$ cat src/rtl/be_block_assembler_pkg.sv
// Shared types and helpers for the word-serial to big-endian block assembler.
// The helpers take the word width as an argument so one package serves every instance.
package be_pkg;

    typedef enum logic [1:0] {
        FILL  = 2'd0,
        HOLD  = 2'd1,
        DRAIN = 2'd2
    } be_state_t;

    // Widest word the byte-swap helper handles; instances assert against it.
    localparam int BSWAP_MAX_W = 512;

    function automatic logic [BSWAP_MAX_W-1:0] bswap(input logic [BSWAP_MAX_W-1:0] word,
                                                     input int word_w);
        logic [BSWAP_MAX_W-1:0] res;
        res = '0;
        for (int b = 0; b < word_w / 8; b++) begin
            res[(word_w/8 - 1 - b)*8 +: 8] = word[b*8 +: 8];
        end
        return res;
    endfunction

    function automatic int slot_of(input int idx, input logic wrev, input int num_words);
        return wrev ? (num_words - 1 - idx) : idx;
    endfunction

endpackage

$ cat src/rtl/be_block_assembler_if.sv
// Word-in / block-out handshake bundle for be_block_assembler.
interface be_block_assembler_if #(
    parameter int WORD_W    = 32,
    parameter int NUM_WORDS = 16
);
    logic                        in_valid;
    logic                        in_ready;
    logic [WORD_W-1:0]           in_word;
    logic                        in_last;
    logic                        mode_bswap;
    logic                        mode_wrev;
    logic                        out_valid;
    logic                        out_ready;
    logic [NUM_WORDS*WORD_W-1:0] out_block;
    logic                        out_err_short;
    logic                        out_err_long;

    modport master (
        output in_valid, in_word, in_last, mode_bswap, mode_wrev, out_ready,
        input  in_ready, out_valid, out_block, out_err_short, out_err_long
    );

    modport slave (
        input  in_valid, in_word, in_last, mode_bswap, mode_wrev, out_ready,
        output in_ready, out_valid, out_block, out_err_short, out_err_long
    );
endinterface

$ cat src/rtl/be_block_assembler_word_swap.sv
// Combinational byte reverse of one WORD_W-bit word with a pass-through select.
module be_word_swap
    import be_pkg::*;
#(
    parameter int WORD_W = 32
) (
    input  logic [WORD_W-1:0] din,
    input  logic              swap_en,
    output logic [WORD_W-1:0] dout
);

    always_comb begin
        dout = din;
        if (swap_en) begin
            dout = WORD_W'(bswap(BSWAP_MAX_W'(din), WORD_W));
        end
    end

endmodule

$ cat src/rtl/be_block_assembler.sv
// Assembles a stream of words into a NUM_WORDS-word block with optional byte swap
// and reversed word placement, flagging short and over-long blocks.
module be_block_assembler
    import be_pkg::*;
#(
    parameter int WORD_W    = 32,
    parameter int NUM_WORDS = 16,
    parameter int IDX_W     = $clog2(NUM_WORDS)
) (
    input logic             clk,
    input logic             rst_n,
    be_block_assembler_if.slave bus
);

    localparam int BLK_W = NUM_WORDS * WORD_W;

    if (WORD_W < 8 || (WORD_W % 8) != 0) begin : g_bad_word_w
        $error("be_block_assembler: WORD_W must be a multiple of 8 and at least 8");
    end
    if (WORD_W > BSWAP_MAX_W) begin : g_word_too_wide
        $error("be_block_assembler: WORD_W exceeds BSWAP_MAX_W");
    end
    if (NUM_WORDS < 2) begin : g_bad_num_words
        $error("be_block_assembler: NUM_WORDS must be at least 2");
    end

    be_state_t         state_q, state_d;
    logic [IDX_W-1:0]  idx_q, idx_d;
    logic [BLK_W-1:0]  blk_q, blk_d;
    logic              es_q, es_d, el_q, el_d;
    logic              drain_q, drain_d;
    logic              bsw_q, bsw_d, wrev_q, wrev_d;
    logic              rdy_q;
    logic              eff_bswap, eff_wrev;
    logic              in_ready_w, accept;
    logic [WORD_W-1:0] word_sw;
    int                slot;

    // The first word of a block uses the live modes; later words use the latched ones.
    assign eff_bswap = (idx_q == '0) ? bus.mode_bswap : bsw_q;
    assign eff_wrev  = (idx_q == '0) ? bus.mode_wrev  : wrev_q;
    assign slot      = slot_of(int'(idx_q), eff_wrev, NUM_WORDS);

    be_word_swap #(.WORD_W(WORD_W)) u_swap (
        .din     (bus.in_word),
        .swap_en (eff_bswap),
        .dout    (word_sw)
    );

    // rdy_q keeps in_ready low through reset and the first edge after release.
    assign in_ready_w = rdy_q & ((state_q == HOLD) ? (bus.out_ready & ~drain_q) : 1'b1);
    assign accept     = bus.in_valid & in_ready_w;

    always_comb begin
        state_d = state_q;
        idx_d   = idx_q;
        blk_d   = blk_q;
        es_d    = es_q;
        el_d    = el_q;
        drain_d = drain_q;
        bsw_d   = bsw_q;
        wrev_d  = wrev_q;
        case (state_q)
            FILL: begin
                if (accept) begin
                    blk_d[slot*WORD_W +: WORD_W] = word_sw;
                    if (idx_q == '0) begin
                        bsw_d  = bus.mode_bswap;
                        wrev_d = bus.mode_wrev;
                    end
                    if (idx_q == IDX_W'(NUM_WORDS - 1)) begin
                        state_d = HOLD;
                        idx_d   = '0;
                        if (!bus.in_last) begin
                            el_d    = 1'b1;
                            drain_d = 1'b1;
                        end
                    end else if (bus.in_last) begin
                        // Unwritten slots are already zero: the block is cleared on handover.
                        state_d = HOLD;
                        idx_d   = '0;
                        es_d    = 1'b1;
                    end else begin
                        idx_d = idx_q + IDX_W'(1);
                    end
                end
            end
            HOLD: begin
                if (bus.out_ready) begin
                    blk_d   = '0;
                    es_d    = 1'b0;
                    el_d    = 1'b0;
                    idx_d   = '0;
                    state_d = drain_q ? DRAIN : FILL;
                    if (accept) begin
                        blk_d[slot*WORD_W +: WORD_W] = word_sw;
                        bsw_d  = bus.mode_bswap;
                        wrev_d = bus.mode_wrev;
                        if (bus.in_last) begin
                            state_d = HOLD;
                            es_d    = 1'b1;
                        end else begin
                            idx_d = IDX_W'(1);
                        end
                    end
                end
            end
            DRAIN: begin
                if (accept && bus.in_last) begin
                    drain_d = 1'b0;
                    state_d = FILL;
                end
            end
            default: state_d = FILL;
        endcase
    end

    always_ff @(posedge clk or negedge rst_n) begin
        if (!rst_n) begin
            state_q <= FILL;
            idx_q   <= '0;
            blk_q   <= '0;
            es_q    <= 1'b0;
            el_q    <= 1'b0;
            drain_q <= 1'b0;
            bsw_q   <= 1'b0;
            wrev_q  <= 1'b0;
            rdy_q   <= 1'b0;
        end else begin
            state_q <= state_d;
            idx_q   <= idx_d;
            blk_q   <= blk_d;
            es_q    <= es_d;
            el_q    <= el_d;
            drain_q <= drain_d;
            bsw_q   <= bsw_d;
            wrev_q  <= wrev_d;
            rdy_q   <= 1'b1;
        end
    end

    assign bus.in_ready      = in_ready_w;
    assign bus.out_valid     = (state_q == HOLD);
    assign bus.out_block     = blk_q;
    assign bus.out_err_short = es_q;
    assign bus.out_err_long  = el_q;

endmodule

$ cat src/flat_wrapper.sv
// flat-port wrapper written by rule: the top's interface ports become plain ports
module be_block_assembler_flat import be_pkg::*;
#(
    parameter int WORD_W    = 32,
    parameter int NUM_WORDS = 16,
    parameter int IDX_W     = $clog2(NUM_WORDS)
)
  (clk, rst_n, bus_in_valid, bus_in_word, bus_in_last, bus_mode_bswap, bus_mode_wrev, bus_out_ready, bus_in_ready, bus_out_valid, bus_out_block, bus_out_err_short, bus_out_err_long);
  be_block_assembler_if #(.WORD_W(WORD_W), .NUM_WORDS(NUM_WORDS)) bus_i ();
  input logic clk;
  input logic rst_n;
  input wire logic [$bits(bus_i.in_valid)-1:0] bus_in_valid;
  input wire logic [$bits(bus_i.in_word)-1:0] bus_in_word;
  input wire logic [$bits(bus_i.in_last)-1:0] bus_in_last;
  input wire logic [$bits(bus_i.mode_bswap)-1:0] bus_mode_bswap;
  input wire logic [$bits(bus_i.mode_wrev)-1:0] bus_mode_wrev;
  input wire logic [$bits(bus_i.out_ready)-1:0] bus_out_ready;
  output wire logic [$bits(bus_i.in_ready)-1:0] bus_in_ready;
  output wire logic [$bits(bus_i.out_valid)-1:0] bus_out_valid;
  output wire logic [$bits(bus_i.out_block)-1:0] bus_out_block;
  output wire logic [$bits(bus_i.out_err_short)-1:0] bus_out_err_short;
  output wire logic [$bits(bus_i.out_err_long)-1:0] bus_out_err_long;
  assign bus_i.in_valid = bus_in_valid;
  assign bus_i.in_word = bus_in_word;
  assign bus_i.in_last = bus_in_last;
  assign bus_i.mode_bswap = bus_mode_bswap;
  assign bus_i.mode_wrev = bus_mode_wrev;
  assign bus_i.out_ready = bus_out_ready;
  assign bus_in_ready = bus_i.in_ready;
  assign bus_out_valid = bus_i.out_valid;
  assign bus_out_block = bus_i.out_block;
  assign bus_out_err_short = bus_i.out_err_short;
  assign bus_out_err_long = bus_i.out_err_long;
  be_block_assembler #(.WORD_W(WORD_W), .NUM_WORDS(NUM_WORDS), .IDX_W(IDX_W)) u_core (.clk(clk), .rst_n(rst_n), .bus(bus_i));
endmodule
$ cat config.mk
export PLATFORM = sky130hd
export DESIGN_NAME = be_block_assembler_flat
export DESIGN_NICKNAME = d
export VERILOG_FILES = /design/src/rtl/be_block_assembler_pkg.sv /design/src/rtl/be_block_assembler_if.sv /design/src/rtl/be_block_assembler_word_swap.sv /design/src/rtl/be_block_assembler.sv /design/src/flat_wrapper.sv
export SDC_FILE = /design/constraint.sdc
export NUM_CORES = 1
export LEC_CHECK = 0
export CAP_MARGIN = 5
export CORE_AREA = 2 2 218 220
export CTS_CLUSTER_SIZE = 24
export DETAILED_ROUTE_END_ITERATION = 8
export DIE_AREA = 0 0 220 222
export GPL_TIMING_DRIVEN = 0
export PLACE_DENSITY = 0.79
export SYNTH_ARGS = -nofsm -noshare
export SYNTH_HDL_FRONTEND = slang
export SYNTH_SLANG_ARGS = --single-unit
$ cat constraint.sdc
create_clock -name clk -period 8.4 [get_ports clk]
set_clock_uncertainty 0.2 [all_clocks]
set_input_delay 2.52 -clock clk [delete_from_list [all_inputs] [get_ports clk]]
set_output_delay 2.52 -clock clk [all_outputs]
set_load 0.01 [all_outputs]
==> impl_metrics.env <==
export IMPL_status="finished, final reports clean"
export IMPL_via_per_inst=6.10
export IMPL_htreeDepth=2
export IMPL_slowest_stage="clkdlybuf4s50_1"
export IMPL_setup_viol=0
export IMPL_diodes=0
export IMPL_dp_cells=2631
export IMPL_worstHoldEndpoint="u_core.bus.out_block[7]$_DFFE_PN0P_"
export IMPL_dpl_hpwl_um=54200
export IMPL_grt_pass1_vias=16227
export IMPL_clk_pin_slew_ns=0.06
export IMPL_cts_root_buf="clkbuf_16"
export IMPL_first_iter_violations=1762
export IMPL_finalMaxSlewViolations=0
export IMPL_core_um2=46300
export IMPL_power_leakage_nw=13.4
export IMPL_grt_ovfl_total=0
export IMPL_relSlewSlack_pct=11.9
export IMPL_ioPinCount=555
export IMPL_layout_common_cells="clkdlybuf4s50_1, dfrtp_1, a22o_1"
export IMPL_fin_crit_ns=6.70
export IMPL_criticalPathCategory="in -> out"
export IMPL_finalCritPeriodShare_pct=79.7
export IMPL_final_seq_area_um2=13100
export IMPL_routed_wl_um=75900
export IMPL_syn_area_um2=20100
export IMPL_r2r_end="u_core.bus.out_block[248]$_DFFE_PN0P_"
export IMPL_grt_usage_pct=30.6
export IMPL_start_util_pct=43.5
export IMPL_gp_congestion=0.894
export IMPL_drc_errors=0
export IMPL_crit_fanout=4
export IMPL_tightest_slew_ns=1.32
export IMPL_instances_no_fill=2729
export IMPL_multi_input_comb_area_um2=6250
export IMPL_portBuffers=553
export IMPL_yosysTopAreaCell="dfrtp_1"
export IMPL_peakVddDrop_uv=260
export IMPL_ys_types=61
export IMPL_fill_cells=3589
export IMPL_post_place_ws_ns=1.46
export IMPL_ys_seq_area_share_pct=65.2
export IMPL_power_density_nw_per_um2=357
export IMPL_ctsHoldBuffers=0
export IMPL_critPathRequiredTime_ns=5.68
export IMPL_wire_per_inst_um=27.8
export IMPL_cts_tree="done"
export IMPL_reg2reg_from="u_core.idx_q[0]$_DFFE_PN0P_"
export IMPL_r2r_setup_slack_ns=3.35
export IMPL_drv_cap=0
export IMPL_max_stage_delay_ns=0.59
export IMPL_final_common_cell="clkdlybuf4s50_1"
export IMPL_grt_start_max_net_pins=137
export IMPL_hold_path_class="reg -> reg"
export IMPL_numCtsBuffers=52
export IMPL_yosys_warnings=0
export IMPL_cts_resized=0
export IMPL_synth_top_cells_by_area="dfrtp_1, a22o_1, a32o_1"
export IMPL_cp_start_kind="input port"
export IMPL_final_antenna_net_count=0
export IMPL_cts_num_sinks=524
export IMPL_grt_pass1_wl_um=111000
export IMPL_insertion_delay_ns=0.60
export IMPL_synthFlopType="dfrtp_1"
export IMPL_syn_inst=1463
export IMPL_final_nets=2120
export IMPL_reg2regPathDepth=14
export IMPL_syn_to_final_growth_pct=41.5
export IMPL_critical_path_top_delay_family="buffers and inverters"
export IMPL_vias=16647
export IMPL_final_hold_viol_count=0
export IMPL_antenna_found_initial=3
export IMPL_hold_depth=1
export IMPL_ys_ff_latch=524
export IMPL_dr_pass1_iters=6
export IMPL_cp_arrival_ns=3.98
export IMPL_timing_final_ws_setup_ns=1.70
export IMPL_rsz0062_at_grt="false"
export IMPL_crit_chain="clkdlybuf4s50_1 > nand2b_1 > a21boi_0 > clkdlybuf4s50_1"
export IMPL_synth_top_area_share_pct=65.2
export IMPL_worst_path_most_repeated_cell="clkdlybuf4s50_1"
export IMPL_async_flop_share_pct=100
export IMPL_dieArea_um2=48800
export IMPL_synth_edf_count=0
export IMPL_syn_area_per_cell_um2=13.8
export IMPL_drive_gt1_share_pct=10.0
export IMPL_row_count=79
export IMPL_crit_buf_inv=2
export IMPL_dieWidth_um=220
export IMPL_hp_start="u_core.bus.out_block[7]$_DFFE_PN0P_"
export IMPL_endpoint_kind="output port"
export IMPL_dieHeight_um=222
export IMPL_timing_fmax_mhz=149
export IMPL_cts_buffer_depth=3
export IMPL_post_cts_buffers=0
export IMPL_synth_nets=1505
metrics by stage:
stage | util (%) | setup TNS (ns) | hold WS, ns | cell area (µm²) | total power, mW
finish | 61.5 | 0 | 0.288 | 28500 | 10.2
global route | 61.5 | 0 | 0.301 | 28500 | 10.6
CTS | 61.5 | 0 | 0.291 | 28500 | 10.2
detailed placement | 57.4 | 0 | 0.273 | 26600 | 7.61
global placement | 57.1 | -8996.39 | 0.274 | 26400 | 7.53
floorplan | - | 0 | 0.295 | 20100 | 5.31
how the worst max path moves through the flow:
stage,start,to,slack (ns),cells after the start
final,bus_out_ready,bus_in_ready,1.70,4
after global routing,bus_out_ready,bus_in_ready,1.60,4
after CTS,bus_out_ready,bus_in_ready,1.69,4
after detailed placement,bus_mode_wrev,u_core.bus.out_block[354]$_DFFE_PN0P_,1.46,10
after global placement,rst_n,u_core.bus.out_block[154]$_DFFE_PN0P_,-17.25,1
after floorplan,bus_out_ready,bus_in_ready,2.77,2
layer usage:
metal  global-route usage (%)  wire, µm  share of wire (%)  vias to the layer above
li1                         -         -                  -                     6853
met1                     40.7     29800                 39                     8657
met2                     48.5     36100                 48                      965
met3                     7.82      7060                9.3                      172
met4                     10.9      2940                3.9                        0
met5                        0         0                  0                        -
where the power goes:
group	internal, mW	switching, mW	total (mW)
registers	3.10	0.385	3.49
clock network	1.52	1.02	2.54
logic	1.74	2.39	4.13
total	6.37	3.79	10.2
synth_stat cells, drive strengths merged, types with 4 or more instances:
| master | n |
|---|---|
| a21o | 34 |
| a21oi | 8 |
| a22o | 384 |
| a31oi | 6 |
| a32o | 64 |
| and3 | 37 |
| and4 | 4 |
| buf | 102 |
| clkbuf | 64 |
| dfrtp | 524 |
| inv | 4 |
| mux2i | 35 |
| nand2 | 22 |
| nand3 | 5 |
| nor2 | 44 |
| nor2b | 5 |
| nor3 | 12 |
| nor4 | 4 |
| o21ai | 18 |
| o2bb2ai | 33 |
final cells by class:
type / instances / share of cell area (%)
timing repair buffer: 561 / 20.0
tap: 607 / 2.67
clock inverter: 22 / 1.17
sequential: 524 / 46.1
clock buffer: 76 / 5.43
multi-input combinational: 768 / 22.0
inverter: 5 / 0.0659
buffer: 166 / 2.66
worst register-to-register path, stage by stage, from the launching register on:
cell       delay, ns
dfrtp_1         0.37
buf_2           0.23
inv_1           0.12
ha_1            0.27
or3b_1          0.18
buf_4           0.16
a221o_1         0.25
nand2_1         0.08
ha_1            0.21
clkbuf_1        0.24
o2bb2ai_1       0.63
nand3_1         0.37
nor2_1          1.01
clkbuf_1        0.46
a22o_1          0.22
sequential cells by signal, indices dropped and copies added, names as in the netlist:
name,cells
u_core.bsw_q,1
u_core.bus.out_block,512
u_core.bus.out_err_long,1
u_core.bus.out_err_short,1
u_core.drain_q,1
u_core.idx_q,4
u_core.rdy_q,1
u_core.state_q,2
u_core.wrev_q,1
kinds of logic after synthesis:
logic type	count (synthesis)	synth area share, %
compound gates	567	24.4
fa+ha+maj	3	0.187
buf+inv	171	3.86
flops	524	65.2
mux	38	1.95
other cells	1	0.0186
simple gates	159	4.40
(Power assumes the default switching activity.)
